`src/rtl/aoi222_arc_sequencer.sv`:
```
// Walks all 54 conditional timing arcs of an aoi222 cell (6 pins x 9 side conditions),
// toggling each pin 0->1->0 and checking ZN after every settle window.
module aoi222_arc_sequencer #(
  parameter int SETTLE_CYC = 2,
  parameter int CNT_W      = 8
) (
  input  logic             CLK,
  input  logic             RN,
  input  logic             START,
  input  logic             ZN,
  output logic             A1,
  output logic             A2,
  output logic             B1,
  output logic             B2,
  output logic             C1,
  output logic             C2,
  output logic             BUSY,
  output logic             DONE,
  output logic [2:0]       ARC_PIN,
  output logic [3:0]       ARC_COND,
  output logic [CNT_W-1:0] ERR_CNT,
  output logic             FAIL,
  output logic [2:0]       FAIL_PIN,
  output logic [3:0]       FAIL_COND
);
  localparam int PH_W = (SETTLE_CYC > 1) ? $clog2(SETTLE_CYC) : 1;

  typedef enum logic [2:0] {S_IDLE, S_PRE, S_HI, S_LO, S_DONE} state_t;

  state_t          r_state;
  logic [PH_W-1:0] r_ph;
  logic [2:0]      r_pin;
  logic [3:0]      r_cond;
  logic [5:0]      r_drv;   // {A1,A2,B1,B2,C1,C2}
  logic            r_busy, r_done, r_fail;
  logic [CNT_W-1:0] r_err;
  logic [2:0]      r_fpin;
  logic [3:0]      r_fcond;

  logic       w_end, w_exp, w_mis, w_last;
  logic [2:0] w_npin;
  logic [3:0] w_ncond;

  // Side-pair code: 0->(0,0) 1->(0,1) 2->(1,0); (1,1) would mask the arc.
  function automatic logic [1:0] side_code(input logic [1:0] c);
    side_code = (c == 2'd1) ? 2'b01 : (c == 2'd2) ? 2'b10 : 2'b00;
  endfunction

  function automatic logic [5:0] drive(input logic [2:0] pin, input logic [3:0] cond,
                                       input logic tv);
    logic [1:0] ci, cj, px, py, pt;
    logic [3:0] rem;
    rem = cond;
    if (rem >= 4'd6) begin ci = 2'd2; rem = rem - 4'd6; end
    else if (rem >= 4'd3) begin ci = 2'd1; rem = rem - 4'd3; end
    else ci = 2'd0;
    cj = rem[1:0];
    px = side_code(ci);
    py = side_code(cj);
    pt = pin[0] ? {1'b1, tv} : {tv, 1'b1};
    case (pin[2:1])
      2'd0:    drive = {pt, px, py};
      2'd1:    drive = {px, pt, py};
      default: drive = {px, py, pt};
    endcase
  endfunction

  assign w_end   = (r_ph == PH_W'(SETTLE_CYC - 1));
  assign w_exp   = (r_state != S_HI);
  assign w_mis   = (ZN !== w_exp);
  assign w_last  = (r_pin == 3'd5) && (r_cond == 4'd8);
  assign w_ncond = (r_cond == 4'd8) ? 4'd0 : r_cond + 4'd1;
  assign w_npin  = (r_cond == 4'd8) ? r_pin + 3'd1 : r_pin;

  always_ff @(posedge CLK) begin
    if (!RN) begin
      r_state <= S_IDLE;
      r_ph    <= '0;
      r_pin   <= '0;
      r_cond  <= '0;
      r_drv   <= '0;
      r_busy  <= 1'b0;
      r_done  <= 1'b0;
      r_fail  <= 1'b0;
      r_err   <= '0;
      r_fpin  <= '0;
      r_fcond <= '0;
    end else begin
      r_done <= 1'b0;
      case (r_state)
        S_IDLE: if (START) begin
          r_state <= S_PRE;
          r_busy  <= 1'b1;
          r_ph    <= '0;
          r_pin   <= '0;
          r_cond  <= '0;
          r_drv   <= drive(3'd0, 4'd0, 1'b0);
          r_err   <= '0;
          r_fail  <= 1'b0;
          r_fpin  <= '0;
          r_fcond <= '0;
        end
        S_PRE, S_HI, S_LO: begin
          if (!w_end) begin
            r_ph <= r_ph + PH_W'(1);
          end else begin
            r_ph <= '0;
            if (w_mis) begin
              if (r_err != '1) r_err <= r_err + CNT_W'(1);
              if (!r_fail) begin
                r_fail  <= 1'b1;
                r_fpin  <= r_pin;
                r_fcond <= r_cond;
              end
            end
            if (r_state == S_PRE) begin
              r_state <= S_HI;
              r_drv   <= drive(r_pin, r_cond, 1'b1);
            end else if (r_state == S_HI) begin
              r_state <= S_LO;
              r_drv   <= drive(r_pin, r_cond, 1'b0);
            end else if (w_last) begin
              r_state <= S_DONE;
              r_busy  <= 1'b0;
              r_done  <= 1'b1;
              r_drv   <= '0;
            end else begin
              r_state <= S_PRE;
              r_pin   <= w_npin;
              r_cond  <= w_ncond;
              r_drv   <= drive(w_npin, w_ncond, 1'b0);
            end
          end
        end
        default: begin
          r_state <= S_IDLE;
          r_pin   <= '0;
          r_cond  <= '0;
        end
      endcase
    end
  end

  assign {A1, A2, B1, B2, C1, C2} = r_drv;
  assign BUSY      = r_busy;
  assign DONE      = r_done;
  assign ARC_PIN   = r_pin;
  assign ARC_COND  = r_cond;
  assign ERR_CNT   = r_err;
  assign FAIL      = r_fail;
  assign FAIL_PIN  = r_fpin;
  assign FAIL_COND = r_fcond;
endmodule
```
`config.mk`:
```
export PLATFORM = sky130hd
export DESIGN_NAME = aoi222_arc_sequencer
export DESIGN_NICKNAME = d
export VERILOG_FILES = /design/src/rtl/aoi222_arc_sequencer.sv
export SDC_FILE = /design/constraint.sdc
export NUM_CORES = 1
export LEC_CHECK = 0
export BUFFER_PORTS_ARGS = -buffer_cell sky130_fd_sc_hd__clkbuf_2
export CAP_MARGIN = 25
export CORE_ASPECT_RATIO = 1.75
export CORE_MARGIN = 2
export CORE_UTILIZATION = 57
export DETAILED_ROUTE_END_ITERATION = 10
export PLACE_DENSITY = 0.78
export SLEW_MARGIN = 15
export SYNTH_ARGS = -nofsm -noshare
export SYNTH_HDL_FRONTEND = slang
export SYNTH_SLANG_ARGS = --single-unit
export TNS_END_PERCENT = 100
```
`constraint.sdc`:
```
create_clock -name CLK -period 3 [get_ports CLK]
set_clock_uncertainty 0.15 [all_clocks]
set_input_delay 0.6 -clock CLK [delete_from_list [all_inputs] [get_ports CLK]]
set_output_delay 0.6 -clock CLK [all_outputs]
set_load 0.005 [all_outputs]
```
# [Word level (Yosys, flattened, before mapping)]
# Cells that the tools add are included.
[word_totals] regBits=35 latchBits=0 ramBits=0 mem_bits_ro=0 input_bits=4 out_inout_bits=31 word_cells=179 memories=0
[op_classes] n_addsub=8 mul=0 div=0 order_cmp=4 n_eq_ne=31 n_shift=0 mux=107 bitwise=3 reduce_logical=15
[ops] op="$mux W2" n=50
[ops] op="$pmux W6 S2" n=4
[ops] op="$mux W3" n=14
[ops] op="$mux W4" n=9
[ops] op="$mux W8" n=4
[ops] op="$mux W6" n=5
[ops] op="$ne A2 B2 Y1 const B" n=9
[ops] op="$pmux W3 S2" n=3
[ops] op="$eq A2 B1 Y1 const B" n=8
[ops] op="$pmux W4 S2" n=2
[ops] op="$pmux W8 S2" n=1
[ops] op="$reduce_and A5 Y1" n=3
[ops] op="$eq A2 B2 Y1 const B" n=6
[ops] op="$mux W1" n=12
[ops] op="$add A8 B1 Y8 const B" n=1
[ops] op="$ge A4 B2 Y1 const B" n=2
[ops] op="$ge A4 B3 Y1 const B" n=2
[ops] op="$ne A8 B8 Y1 const B" n=1
[ops] op="$sub A2 B2 Y2 const B" n=4
[ops] op="$eq A3 B2 Y1 const B" n=2
[ops] op="$pmux W1 S2" n=3
[ops] op="$reduce_and A6 Y1" n=1
[ops] op="$reduce_or A5 Y1" n=1
[ops] op="$add A4 B1 Y4 const B" n=1
[ops] op="other kinds (16)" n=20

# [Logic depth before layout (Yosys ltp)]
[logic_depth] depth_word=20 mapped_depth=11 ltp_nobuf=8

# [Least setup slack after synthesis]
# No wires, ideal clock.
[synth_path] kind="register -> register" startpoint="reg r_cond[0], in the netlist ARC_COND[0]" endpoint="reg r_drv[2]" setup_time_ps=122 arrival_ps=2184 t_required_ps=2728 slack_ps=544 path_stages_with_launch=9 path_buffers=0 period_less_slack_ps=2456 path_cell_list="dfxtp_1 inv_1 ha_1 a21oi_1 mux2i_2 o211ai_1 o22ai_2 or3b_1 a311o_1"
[synth_via] elab_chain_len=19 word_cells_on_any_way=74 classes_between="add/sub: 5; order compare: 4; eq/ne: 8; mux: 55; reduce/logical: 2"
[synth_rtl] item="from (decl)" line_no="33" rtl="logic [3:0] r_cond;"
[synth_rtl] item="from (signal assigned)" line_no="130" rtl="r_cond <= w_ncond;"
[synth_rtl] item="$add A4 B1 Y4 or $eq A4 B4 Y1 (tied branches)" line_no="72, 71, 73"
[synth_rtl] item="$mux W4" line_no="72" rtl="assign w_ncond = (r_cond == 4'd8) ? 4'd0 : r_cond + 4'd1;"
[synth_rtl] item="$ge A4 B2 Y1 or $sub A2 B2 Y2 (tied branches)" line_no="55" rtl="else if (rem >= 4'd3) begin ci = 2'd1; rem = rem - 4'd3; end"
[synth_rtl] item="$mux W2 or $mux W1 (tied branches)" line_no="55"
[synth_rtl] item="$mux W2" line_no="54" rtl="if (rem >= 4'd6) begin ci = 2'd2; rem = rem - 4'd6; end"
[synth_rtl] item="$mux W2" line_no="122" rtl="end else if (w_last) begin"
[synth_rtl] item="$mux W2" line_no="119" rtl="end else if (r_state == S_HI) begin"
[synth_rtl] item="$mux W2" line_no="116" rtl="if (r_state == S_PRE) begin"
[synth_rtl] item="[3 not listed]"
[synth_rtl] item="$eq A2 B1 Y1" line_no="46" rtl="side_code = (c == 2'd1) ? 2'b01 : (c == 2'd2) ? 2'b10 : 2'b00;"
[synth_rtl] item="$mux W2" line_no="46"
[synth_rtl] item="$pmux W6 S2" line_no="61" rtl="case (pin[2:1])"
[synth_rtl] item="$mux W6" line_no="122"
[synth_rtl] item="$mux W6" line_no="119"
[synth_rtl] item="$mux W6 *" line_no="116"
[synth_rtl] item="$mux W6 *" line_no="104" rtl="if (!w_end) begin"
[synth_rtl] item="$pmux W6 S2 *" line_no="90" rtl="case (r_state)"
[synth_rtl] item="to (signal assigned)" line_no="97" rtl="r_drv <= drive(3'd0, 4'd0, 1'b0);"
[synth_rtl] item="to (signal assigned)" line_no="118" rtl="r_drv <= drive(r_pin, r_cond, 1'b1);"
[synth_rtl] item="to (signal assigned)" line_no="121" rtl="r_drv <= drive(r_pin, r_cond, 1'b0);"
[synth_rtl] item="to (decl)" line_no="34" rtl="logic [5:0] r_drv;"
# Mark *: on every way between the ends. The rest lies on a longest branch, timed or not. The select of a mux whose other input is x is not followed.
# A chain may end at the register's enable or synchronous reset.

# [Worst setup path after layout]
# Same ends and word-level chain as after synthesis.

==> flow_summary.yaml <==
route:
  routed_wl_mm: 5.98
  drt-initial-drc-count: 74
  avgViaCountPerCell: 6.16
  drc: 0
  antenna_left: 0
  post_drt_wl_per_cell_um: 15.8
  firstDrtPassIters: 5
  vias: 2330
place:
  place_hpwl_mm: 4.55
  gp_congestion: 0.923
  detailed_place.area_um2: 2490
  port_buffers: 34
min_path:
  min_to: "FAIL_COND[1]"
  min_path_type: "flip-flop to flip-flop"
  whs_path_depth: 2
  holdCritStartpoint: "FAIL_COND[1]"
die:
  num_rows: 30
  die_x_um: 52.2
  die-height_um: 88.4
  core_area_um2: 3900
  die-area_um2: 4620
  start_util_pct: 59.4
  io_pins: 35
synth:
  async_flop_share_pct: 0
  synth-edff-count: 0
  ys_seq_area_share_pct: 30.2
  synth_top_area_cell: "dfxtp_1"
  syn_area_um2: 2320
  synthTopCellsByArea: "dfxtp_1, a21oi_1, nand2_1, nor2_1, ha_1"
  synthDistinctLibCells: 66
  yosysWarnings: 0
  synthCells: 303
  ys_seq_elements: 35
  syn_area_per_cell_um2: 7.66
  yosys.area.top_type_share_pct: 30.2
  synthFlopType: "dfxtp_1"
  synth_fp_nets: 314
global_route:
  grt_max_degree: 21
  grt_use_total_pct: 27.7
  overflow: 0
  grt_pass1_wl_mm: 9.56
  first_global_vias: 2086
  antenna_found_initial: 0
final_layout:
  drive_gt1_share_pct: 20.3
  post-route-util_pct: 66.8
  layout.nets: 340
  final_area_um2: 2610
  syn_to_final_growth_pct: 12.4
  num_antenna_cells: 0
timing:
  slew_viol_final: 0
  relSlewSlack_pct: 59.1
  finalSetupTns_ns: 0
  min_period_over_period_pct: 93.5
  finalSetupViolCount: 0
  period_minus_slack_ns: 2.81
  rsz0062_at_grt: "no"
  finalHoldViolCount: 0
  worst_pin_slew_ns: 0.611
  fmax_mhz: 356
job:
  cap_violations: 0
clocking:
  cts_made_buffers: 5
  cts-root-buf: "clkbuf_8"
  clk_latency_ns: 0.28
  cts_setup_buffers: 0
  cts.sinks: 35
  clk_pin_slew_worst_paths_ns: 0.07
  cts_hold_buffers: 0
  cts_tree: "yes"
  cts_resized: 0
  clock_path_buffers: 2
  htree_levels: 2
pwr:
  ir_drop_mv: 0.278
  p_leak_uw: 0.00102
  power_density_nw_per_um2: 407
status:
  status: "finished clean"
worst_setup_path:
  startpoint_type: "flip-flop"
  crit_path_end_kind: "flip-flop"
  reg2reg_depth: 8
  cp_max_fo: 10
  reg2reg_to: "r_drv[2]"
  r2r_slack_ns: 0.19
  critPathKind: "flip-flop to flip-flop"
  arrival_ns: 2.89
  critPathRequiredTime_ns: 3.08
  r2r-start: "ARC_COND[0]"
## critical path, stage by stage, from the launching register on
cell and delay [ns]:
dfxtp_1 0.50, inv_1 0.18, ha_1 0.33, or2_2 0.34
o22ai_2 0.25, xnor2_1 0.23, nand4_1 0.18, a311oi_1 0.42
a311o_1 0.17
## per-layer routing
metal | up-vias | global-route usage (%) | routed length, um
met3 | 24 | 4.73 | 299
met1 | 1085 | 28.3 | 2160
met2 | 84 | 51.0 | 3250
li1 | 1137 | - | -
met4 | 0 | 16.1 | 272
met5 | - | 0 | 0
## kinds of logic (layout without fill, tap and decap cells)
kind of cell	Yosys count	in the layout	share of synthesized area (%)
DFF	35	35	30.2
muxes	3	3	1.51
AOI/OAI and AO/OA	83	83	25.1
xor gates and xnor gates	11	11	4.15
and+or+nand+nor	131	131	28.6
buffers and inverters	33	60	6.63
adders and majority gates	7	7	3.78
## layout by cell type, fill, tap and decap left out, types with 4 or more instances in the layout
cell / count
nand2_1: 32
a21o_1: 4
nor3_1: 12
clkbuf_2: 34
xor2_1: 7
a21oi_1: 24
dfxtp_1: 35
o21ai_0: 17
ha_1: 7
nand4_1: 8
xnor2_1: 4
nand2b_1: 6
a211oi_1: 4
nor2_1: 32
nand3_1: 14
buf_4: 7
inv_1: 11
clkbuf_8: 6
## worst max-delay path by stage
stage | cells after the start | start | slack [ns] | endpoint
2_1_floorplan | 8 | ARC_COND[0] | 0.54 | r_drv[2]
3_3_place_gp | 7 | ARC_COND[1] | 0.38 | r_drv[2]
3_5_place_dp | 7 | ARC_COND[1] | 0.27 | r_drv[2]
4_1_cts | 8 | ARC_COND[0] | 0.25 | r_drv[2]
5_1_grt | 8 | ARC_COND[0] | 0.08 | r_drv[2]
6_report | 8 | ARC_COND[0] | 0.19 | r_drv[2]
## power by group
part           internal [uW]  switching (uW)  total (uW)
combinational           48.7            82.7         131
clock                    269             169         438
sequential               474            17.7         492
## registers in the layout, indices dropped and copies added, names as in the netlist, 3 cells and up
register / count
ERR_CNT: 8
r_drv: 6
FAIL_PIN: 3
ARC_COND: 4
ARC_PIN: 3
FAIL_COND: 4
r_state: 3
## stage by stage
stage          std cells  worst slack [ns]  total power (uW)  hold WS (ns)
3_3_place_gp         370             0.380               629         0.287
3_5_place_dp         370             0.273               631         0.296
4_1_cts              378             0.254              1060         0.305
2_1_floorplan        303             0.544               592         0.298
6_report             378             0.194              1060         0.306
5_1_grt              378            0.0757              1100         0.324
## cell usage after synthesis, types with 7 or more instances
master,number
dfxtp_1,35
nand2_1,32
nor2_1,32
a21oi_1,24
o21ai_0,17
nand3_1,14
nor3_1,12
inv_1,11
clkbuf_1,9
buf_2,8
nand4_1,8
ha_1,7
xor2_1,7
## final cells by class
class	count	area (um^2)
timing repair buffer	41	223
tap	48	60.1
sequential	35	701
clock inverter	2	35.0
inverter	11	41.3
clock buffer	6	82.6
multi-input combinational	235	1470
fill	375	1300
Power figures use the tool's default switching activity.
